===== src/rtl/vga_timing_pkg.sv =====
// vga_timing_pkg: timing defaults shared by the VGA generator and sync receiver
package vga_timing_pkg;

    localparam int DEF_HACTIVE  = 256;
    localparam int DEF_HFP      = 192;
    localparam int DEF_HSYN     = 48;
    localparam int DEF_HBP      = 192;
    localparam int DEF_VACTIVE  = 256;
    localparam int DEF_VFP      = 112;
    localparam int DEF_VSYN     = 2;
    localparam int DEF_VBP      = 112;
    localparam int DEF_H_LOCK_N = 4;
    localparam int DEF_V_LOCK_N = 2;

    function automatic int sync_total(input int act, input int fp, input int syn, input int bp);
        return act + fp + syn + bp;
    endfunction

    localparam int DEF_HMAX = sync_total(DEF_HACTIVE, DEF_HFP, DEF_HSYN, DEF_HBP);
    localparam int DEF_VMAX = sync_total(DEF_VACTIVE, DEF_VFP, DEF_VSYN, DEF_VBP);

    typedef enum logic [1:0] {IDLE, H_ACQ, V_ACQ, LOCKED} rx_state_t;

endpackage


===== src/rtl/vga_sync_edge.sv =====
// vga_sync_edge: registers a sync input and flags its falling and rising edges
module vga_sync_edge (
    input  logic vga_clk,
    input  logic rst,
    input  logic sync_n,
    output logic fall,
    output logic rise
);

    logic q;

    // previous sample idles high so a line already low at reset release is not an edge
    always_ff @(posedge vga_clk or posedge rst) begin
        if (rst) q <= 1'b1;
        else     q <= sync_n;
    end

    assign fall = q & ~sync_n;
    assign rise = ~q & sync_n;

endmodule


===== src/rtl/vga_sync_receiver.sv =====
// vga_sync_receiver: measures VGA sync timing, rebuilds x/y coordinates and declares lock
module vga_sync_receiver
    import vga_timing_pkg::*;
#(
    parameter int HACTIVE  = DEF_HACTIVE,
    parameter int HFP      = DEF_HFP,
    parameter int HSYN     = DEF_HSYN,
    parameter int HBP      = DEF_HBP,
    parameter int VACTIVE  = DEF_VACTIVE,
    parameter int VFP      = DEF_VFP,
    parameter int VSYN     = DEF_VSYN,
    parameter int VBP      = DEF_VBP,
    parameter int H_LOCK_N = DEF_H_LOCK_N,
    parameter int V_LOCK_N = DEF_V_LOCK_N
) (
    input  logic        vga_clk,
    input  logic        rst,
    input  logic        h_sync,
    input  logic        v_sync,
    output logic [9:0]  x,
    output logic [9:0]  y,
    output logic        active,
    output logic        locked,
    output logic        err,
    output logic [10:0] line_len,
    output logic [9:0]  frame_lines
);

    localparam int         HMAX         = sync_total(HACTIVE, HFP, HSYN, HBP);
    localparam int         VMAX         = sync_total(VACTIVE, VFP, VSYN, VBP);
    localparam int         HGW          = $clog2(H_LOCK_N + 1);
    localparam int         VGW          = $clog2(V_LOCK_N + 1);
    localparam logic       X_LOAD_WRAPS = (HACTIVE + HFP + 1 == HMAX);
    localparam logic [9:0] X_LOAD       = X_LOAD_WRAPS ? 10'd0 : 10'(HACTIVE + HFP + 1);
    localparam logic [9:0] Y_LOAD       = 10'(VACTIVE + VFP);

    rx_state_t      state, state_nx;
    logic           hfall, hrise, vfall, vrise_unused;
    logic [10:0]    h_per, h_wid;
    logic [9:0]     line_cnt;
    logic [HGW-1:0] h_good, h_good_nx;
    logic [VGW-1:0] v_good, v_good_nx;
    logic           v_seen, v_seen_nx, err_nx;
    logic           line_good, line_bad, frame_bad, timeout, x_wrap;

    vga_sync_edge u_hs (.vga_clk(vga_clk), .rst(rst), .sync_n(h_sync), .fall(hfall), .rise(hrise));
    vga_sync_edge u_vs (.vga_clk(vga_clk), .rst(rst), .sync_n(v_sync), .fall(vfall), .rise(vrise_unused));

    assign x_wrap    = hfall ? X_LOAD_WRAPS : (x == 10'(HMAX - 1));
    assign line_good = hfall && h_per == 11'(HMAX);
    assign line_bad  = (hfall && !line_good) || (hrise && h_wid != 11'(HSYN));
    assign frame_bad = vfall && line_cnt != 10'(VMAX);
    assign timeout   = state != IDLE && !hfall && h_per == 11'(2 * HMAX);
    assign locked    = state == LOCKED;
    assign active    = locked && x < 10'(HACTIVE) && y < 10'(VACTIVE);

    // lock acquisition: line checks gate frame checks, timeout drops everything
    always_comb begin
        state_nx  = state;
        h_good_nx = h_good;
        v_good_nx = v_good;
        v_seen_nx = v_seen;
        err_nx    = 1'b0;
        case (state)
            IDLE: begin
                if (hfall) begin
                    state_nx  = H_ACQ;
                    h_good_nx = '0;
                end
            end
            H_ACQ: begin
                if (line_bad) begin
                    err_nx    = 1'b1;
                    h_good_nx = '0;
                end else if (line_good) begin
                    h_good_nx = h_good + 1'b1;
                    if (h_good_nx == HGW'(H_LOCK_N)) begin
                        state_nx  = V_ACQ;
                        v_good_nx = '0;
                        v_seen_nx = 1'b0;
                    end
                end
            end
            V_ACQ: begin
                if (line_bad) begin
                    err_nx    = 1'b1;
                    state_nx  = H_ACQ;
                    h_good_nx = '0;
                end else if (vfall && !v_seen) begin
                    v_seen_nx = 1'b1;
                end else if (frame_bad) begin
                    err_nx    = 1'b1;
                    v_good_nx = '0;
                end else if (vfall) begin
                    v_good_nx = v_good + 1'b1;
                    if (v_good_nx == VGW'(V_LOCK_N)) state_nx = LOCKED;
                end
            end
            LOCKED: begin
                if (line_bad) begin
                    err_nx    = 1'b1;
                    state_nx  = H_ACQ;
                    h_good_nx = '0;
                end else if (frame_bad) begin
                    err_nx    = 1'b1;
                    state_nx  = V_ACQ;
                    v_good_nx = '0;
                    v_seen_nx = 1'b1;
                end
            end
            default: state_nx = IDLE;
        endcase
        if (timeout) begin
            err_nx    = 1'b1;
            state_nx  = IDLE;
            h_good_nx = '0;
            v_good_nx = '0;
            v_seen_nx = 1'b0;
        end
    end

    // state, qualification counters and the registered error pulse
    always_ff @(posedge vga_clk or posedge rst) begin
        if (rst) begin
            state  <= IDLE;
            h_good <= '0;
            v_good <= '0;
            v_seen <= 1'b0;
            err    <= 1'b0;
        end else begin
            state  <= state_nx;
            h_good <= h_good_nx;
            v_good <= v_good_nx;
            v_seen <= v_seen_nx;
            err    <= err_nx;
        end
    end

    // coordinate reconstruction plus period, pulse-width and line-count measurement
    always_ff @(posedge vga_clk or posedge rst) begin
        if (rst) begin
            x           <= '0;
            y           <= '0;
            h_per       <= '0;
            h_wid       <= '0;
            line_cnt    <= '0;
            line_len    <= '0;
            frame_lines <= '0;
        end else if (timeout) begin
            x        <= '0;
            y        <= '0;
            h_per    <= '0;
            h_wid    <= '0;
            line_cnt <= '0;
        end else begin
            x        <= hfall ? X_LOAD : (state == IDLE || x_wrap) ? '0 : x + 10'd1;
            y        <= (state == IDLE) ? '0 : vfall ? Y_LOAD : !x_wrap ? y : (y == 10'(VMAX - 1)) ? '0 : y + 10'd1;
            h_per    <= hfall ? 11'd1 : (&h_per) ? h_per : h_per + 11'd1;
            h_wid    <= hfall ? 11'd1 : (h_sync || &h_wid) ? h_wid : h_wid + 11'd1;
            line_cnt <= vfall ? {9'd0, hfall} : (&line_cnt) ? line_cnt : line_cnt + {9'd0, hfall};
            if (hfall) line_len <= h_per;
            if (vfall) frame_lines <= line_cnt;
        end
    end

endmodule


===== config.mk =====
export PLATFORM = sky130hd
export DESIGN_NAME = vga_sync_receiver
export DESIGN_NICKNAME = d
export VERILOG_FILES = /design/src/rtl/vga_timing_pkg.sv /design/src/rtl/vga_sync_edge.sv /design/src/rtl/vga_sync_receiver.sv
export SDC_FILE = /design/constraint.sdc
export NUM_CORES = 1
export LEC_CHECK = 0
export CAP_MARGIN = 15
export CORE_UTILIZATION = 25
export DETAILED_ROUTE_END_ITERATION = 8
export SLEW_MARGIN = 25
export SYNTH_ARGS = -nofsm -noshare
export SYNTH_HDL_FRONTEND = slang
export SYNTH_SLANG_ARGS = --single-unit
export TNS_END_PERCENT = 5

===== constraint.sdc =====
create_clock -name vga_clk -period 3.75 [get_ports vga_clk]
set_clock_uncertainty 0.05 [all_clocks]
set_input_delay 0.9375 -clock vga_clk [delete_from_list [all_inputs] [get_ports vga_clk]]
set_output_delay 0.9375 -clock vga_clk [all_outputs]
set_load 0.005 [all_outputs]

==> Word level (Yosys, flattened, before mapping) <==
Index checks and enable logic that the tools add are counted.
{ "totals": {"in_bits": 4, "out_inout_bits": 44, "elab_cells": 154, "regBits": 84} }
{ "op_classes": {"add_sub_neg": 7, "reduce_logical": 29, "n_mux": 64, "n_eq_ne": 31, "n_bitwise": 7, "n_lt_le_gt_ge": 2} }
{ "op_table": {"columns": ["operator", "count"], "rows": [
  ["2-to-1 mux 10 bit", 11],
  ["2-to-1 mux 11 bit", 6],
  ["2-to-1 mux 2 bit", 22],
  ["inequality test 3 bit (second input constant)", 10],
  ["inequality test 4 bit (second input constant)", 6],
  ["adder 11 x 1 -> 11 bit (second input constant)", 2],
  ["AND reduction 11 bit", 2],
  ["adder 10 x 1 -> 10 bit (second input constant)", 2],
  ["less-than comparator 10 x 9 -> 1 bit (second input constant)", 2],
  ["AND reduction 9 bit", 2],
  ["2-to-1 mux 1 bit", 15],
  ["2-to-1 mux 3 bit", 5],
  ["equality test 11 x 10 -> 1 bit (second input constant)", 1],
  ["equality test 11 bit (second input constant)", 1],
  ["inequality test 11 x 6 -> 1 bit (second input constant)", 1],
  ["adder 10 x 1 -> 10 bit", 1],
  ["equality test 10 bit (second input constant)", 1],
  ["equality test 10 x 9 -> 1 bit (second input constant)", 1],
  ["inequality test 10 x 9 -> 1 bit (second input constant)", 1],
  ["AND reduction 10 bit", 1],
  ["logical AND 1 bit", 9],
  ["case mux 3 bit (3 select lines)", 1],
  ["case mux 2 bit (4 select lines)", 1],
  ["AND reduction 8 bit", 1],
  ["other kinds (20)", 35]
]} }

==> Longest topological paths before layout <==
{ "logic_depth": {"ltp_word": 9, "mapped_depth": 9} }

==> Cells and area by module <==
From an unflattened synthesis, not the netlist that was laid out.
{ "unflattened": {"hier_cells": 442, "area_unflattened_um2": 4381.7} }
{ "modules_own_cells": {"columns": ["mod", "seq_area_each_um2", "cells_each", "n_inst", "area_per_inst_um2"], "rows": [
  ["vga_sync_receiver", 2052.0, 434, 1, 4291.6],
  ["vga_sync_edge", 26.3, 4, 2, 45.0]
]} }

==> Least setup slack after synthesis <==
OpenSTA, ideal clock, no wires.
{ "synth_timing": {"kind": "in2reg", "from": "input h_sync", "to": "register v_good[0]", "setup_time_ns": 0.127, "t_arrival_ns": 2.431, "path_stages": 7, "path_buffers": 1, "setup_slack_ns": 1.141, "path_cell_list": "nand2b_1 -> clkbuf_1 -> nor4_2 -> nand3_1 -> a221oi_2 -> nand2_1 -> mux2_1"} }
{ "synth_via": {"elab_chain_len": 8, "elab_cells_between_ends": 22, "classes_between": "eq/ne: 8; mux: 1; bitwise: 3; reduce/logical: 10"} }
{ "synth_rtl": {"columns": ["item", "line_no", "source"], "rows": [
  ["start, declared", "vga_sync_receiver.sv:18", "input logic h_sync,"],
  ["NOT 1 bit", "vga_sync_edge.sv:18", "assign fall = q & ~sync_n;"],
  ["AND 1 bit", "vga_sync_edge.sv:18", null],
  ["logical AND 1 bit", "vga_sync_receiver.sv:50", "assign line_good = hfall && h_per == 11'(HMAX);"],
  ["zero test 1 bit", "vga_sync_receiver.sv:51", "assign line_bad = (hfall && !line_good) || (hrise && h_wid != 11'(HSYN));"],
  ["logical AND 1 bit", "vga_sync_receiver.sv:51", null],
  ["logical OR 1 bit", "vga_sync_receiver.sv:51", null],
  ["inequality test 3 bit (no line) or inequality test 3 x 2 -> 1 bit (tied branches)", null, null],
  ["AND reduction 9 bit (no line)", null, null],
  ["end signal, assigned", "vga_sync_receiver.sv:133", "v_good <= v_good_nx;"],
  ["end, declared", "vga_sync_receiver.sv:42", "logic [VGW-1:0] v_good, v_good_nx;"]
]} }
Several ways; a longest one is shown, not always the timed one.
A chain may end at the register's enable or synchronous reset.

==> Worst setup path in the final report <==
Same ends and word-level chain as after synthesis.

==> results.py <==
metrics = {
    "clocking": {
        "clkTransAtPathRegs_ns": 0.06,
        "cts_tree": "done",
        "hold_buffers": 0,
        "cts_max_path_buffers": 2,
        "postCtsSetupRepairBufs": 0,
        "root_buffer": "clkbuf_16",
        "ctsResizeCount": 0,
        "cts_buffers": 9,
        "worstSkewPairLatency_ns": 0.34,
        "cts_sinks": 84,
        "htreeDepth": 3,
    },
    "logic_synthesis": {
        "ys_seq_elements": 84,
        "synth-warning-count": 0,
        "synth.distinct_cells": 60,
        "synth-edff-count": 0,
        "yosysSeqAreaShare": 0.491,
        "ys.flop_type": "dfrtp_1",
        "ys_top_cells_by_count": "dfrtp_1, nand2_1, nor2_1",
        "synth_top_area_share": 0.479,
        "synth_top_area_cell": "dfrtp_1",
        "avgSynthCellArea_um2": 9.81,
        "syn_nets": 453,
        "syn_inst": 437,
        "synth.most_common_cell": "dfrtp_1",
        "ys_top_cells_by_area": "dfrtp_1, xor2_1, nand2_1",
        "syn_area_um2": 4290,
        "ys_async_sr_fraction": 1.00,
    },
    "power_and_ir_drop": {
        "power_density_nw_per_um2": 515,
        "ir_drop_uv": 259,
        "power_leakage_nw": 2.33,
    },
    "sta": {
        "period_minus_slack_ns": 2.92,
        "drv_slew": 0,
        "finalSetupViolations": 0,
        "fmax_mhz": 343,
        "worst-slew-pin-transition_ns": 0.807,
        "period_share": 0.778,
        "slew_headroom": 0.462,
        "whs_ns": 0.433,
        "setup_tns_ns": 0,
        "rsz0062_at_grt": "false",
        "final_hold_viol_count": 0,
    },
    "flow_run": {
        "cap_violations": 0,
    },
    "place": {
        "io_buffers": 47,
        "gp_congestion": 0.775,
        "place_area_um2": 5030,
        "hpwl_um": 7030,
    },
    "cells_and_area": {
        "area_delta_synth_final_pct": 25.9,
        "antenna_cells": 0,
        "drive_above_1_share": 0.108,
        "postLayoutCellArea_um2": 5400,
        "final_nets": 503,
        "final_util": 0.324,
    },
    "worst_setup_path": {
        "worstSetupEndpointType": "flop",
        "path_delay_family": "simple AND/OR/NAND/NOR gates",
        "critical_path_class": "input pin to flop",
        "arrival_ns": 3.09,
        "worst_setup_path_start_kind": "input pin",
        "crit_required_ns": 3.92,
        "crit_slowest_cell": "clkdlybuf4s50_1",
        "path_cells": "clkdlybuf4s50_1 > nand2b_1 > buf_4 > nor4_2 > nand3_1 > a221oi_2 > nand2_1 > mux2_1",
        "cpPeakStageDelay_ns": 0.47,
        "crit_fanout": 15,
        "cp_num_buf_inv": 2,
    },
    "drt": {
        "wl_per_cell_um": 13.7,
        "drtAntennaViolNets": 0,
        "dr.pass1.iters": 4,
        "dr.first_iter.drc_count": 288,
        "routed_via_density": 4.71,
        "via_count": 3353,
        "wl_um": 9770,
        "drc": 0,
    },
    "die": {
        "die_x_um": 133,
        "ioPinCount": 48,
        "start_util": 0.258,
        "dieArea_um2": 17700,
        "die_h_um": 133,
        "rows": 47,
        "coreArea_um2": 16600,
    },
    "run_status": {
        "status": "finished, final reports clean",
    },
    "global_route": {
        "track_usage": 0.117,
        "grt_overflow_total": 0,
        "first_global_vias": 3355,
        "grt_first_pass_wirelength_um": 16600,
        "grt_antenna_before_repair": 0,
        "grt_max_degree": 54,
    },
    "worst_hold_path": {
        "hp-class": "flop to flop",
    },
}
where the power goes:
| part | internal (mW) | leakage, nW | switching (mW) |
|---|---|---|---|
| clock | 0.720 | 0.173 | 0.364 |
| combinational | 0.260 | 1.04 | 0.242 |
| sequential | 1.03 | 1.11 | 0.164 |
state kept, by name, summed over array words and instances (netlist names):
| name | flops |
|---|---|
| x | 10 |
| u_hs.q | 1 |
| h_per | 11 |
| h_wid | 11 |
| u_vs.q | 1 |
| frame_lines | 10 |
| h_good | 3 |
| v_good | 2 |
| line_cnt | 10 |
| err | 1 |
| line_len | 11 |
| state | 2 |
| v_seen | 1 |
| y | 10 |
placed cells by master (no fill, tap or decap), types with 3 or more instances in the layout:
| master | synthesis | final |
|---|---|---|
| nor4_1 | 3 | 3 |
| inv_1 | 15 | 14 |
| and4_1 | 5 | 5 |
| dfrtp_1 | 82 | 82 |
| o21ai_2 | 3 | 3 |
| bufinv_16 | 0 | 4 |
| nor3_1 | 7 | 7 |
| and3_1 | 7 | 7 |
| buf_4 | 0 | 5 |
| clkdlybuf4s50_1 | 0 | 47 |
| or3b_1 | 4 | 4 |
| xnor2_1 | 10 | 10 |
| a31oi_1 | 6 | 6 |
| and2_1 | 3 | 3 |
| mux2_2 | 10 | 10 |
| nand2b_1 | 4 | 4 |
| mux2_1 | 3 | 3 |
| a21oi_1 | 24 | 24 |
| nand2_1 | 54 | 54 |
| nor4b_1 | 3 | 3 |
| nand4_1 | 14 | 14 |
| nand3_1 | 20 | 20 |
| o21ai_0 | 17 | 17 |
| ha_1 | 12 | 12 |
| clkbuf_16 | 0 | 9 |
| nor2_1 | 52 | 52 |
| a311oi_1 | 4 | 4 |
| xor2_1 | 24 | 24 |
kinds of logic after synthesis:
kind of cell    count (synthesis)  share of synthesized area
buf+inv                        29                     0.0277
compound gates                 68                      0.102
mux                            13                     0.0341
flops                          84                      0.491
fa+ha+maj                      12                     0.0350
xor+xnor                       34                     0.0694
simple gates                  197                      0.241
metal layers:
metal,global-route usage,vias up,part of all wire
met5,0,-,0
met4,0.0434,0,0.014
met3,0.0253,11,0.025
met2,0.198,39,0.50
met1,0.146,1661,0.46
li1,-,1642,-
per-stage QoR:
stage	power [mW]	setup slack [ns]	instances
2_1_floorplan	1.46	0.601	437
3_3_place_gp	1.70	0.548	696
3_5_place_dp	1.72	0.477	696
4_1_cts	2.81	0.842	712
5_1_grt	2.91	0.642	712
6_report	2.78	0.831	712
area by class of cell:
cell class	count	area (um^2)
Timing Repair Buffer	53	528
Sequential cell	84	2100
Clock inverter	6	136
Clock buffer	10	229
Multi-Input combinational cell	324	2060
Inverter	15	58.8
Tap cell	220	275
Fill cell	1659	11200
tightest hold or removal path, cell delays in order, from the launching register on:
cell and delay (ns):
dfrtp_1 0.34, nand2_1 0.05, nand2_1 0.06
final timing paths:
| path | start | endpoint | slack, ns | cells after the start |
|---|---|---|---|---|
| max in group asynchronous | rst | line_len[10]$_DFFE_PP0P_ | 2.01 | 3 |
| worst min register to register | line_len[10]$_DFFE_PP0P_ | line_len[10]$_DFFE_PP0P_ | 0.43 | 2 |
| worst max register to register | h_per[0]$_DFFE_PP0P_ | frame_lines[8]$_DFFE_PP0P_ | 0.90 | 8 |
| worst min-delay path | line_len[10]$_DFFE_PP0P_ | line_len[10]$_DFFE_PP0P_ | 0.43 | 2 |
| worst max-delay path | h_sync | v_good[0]$_DFFE_PP0P_ | 0.83 | 8 |
| min in group asynchronous | rst | frame_lines[8]$_DFFE_PP0P_ | 1.01 | 2 |
(Power assumes the default switching activity.)
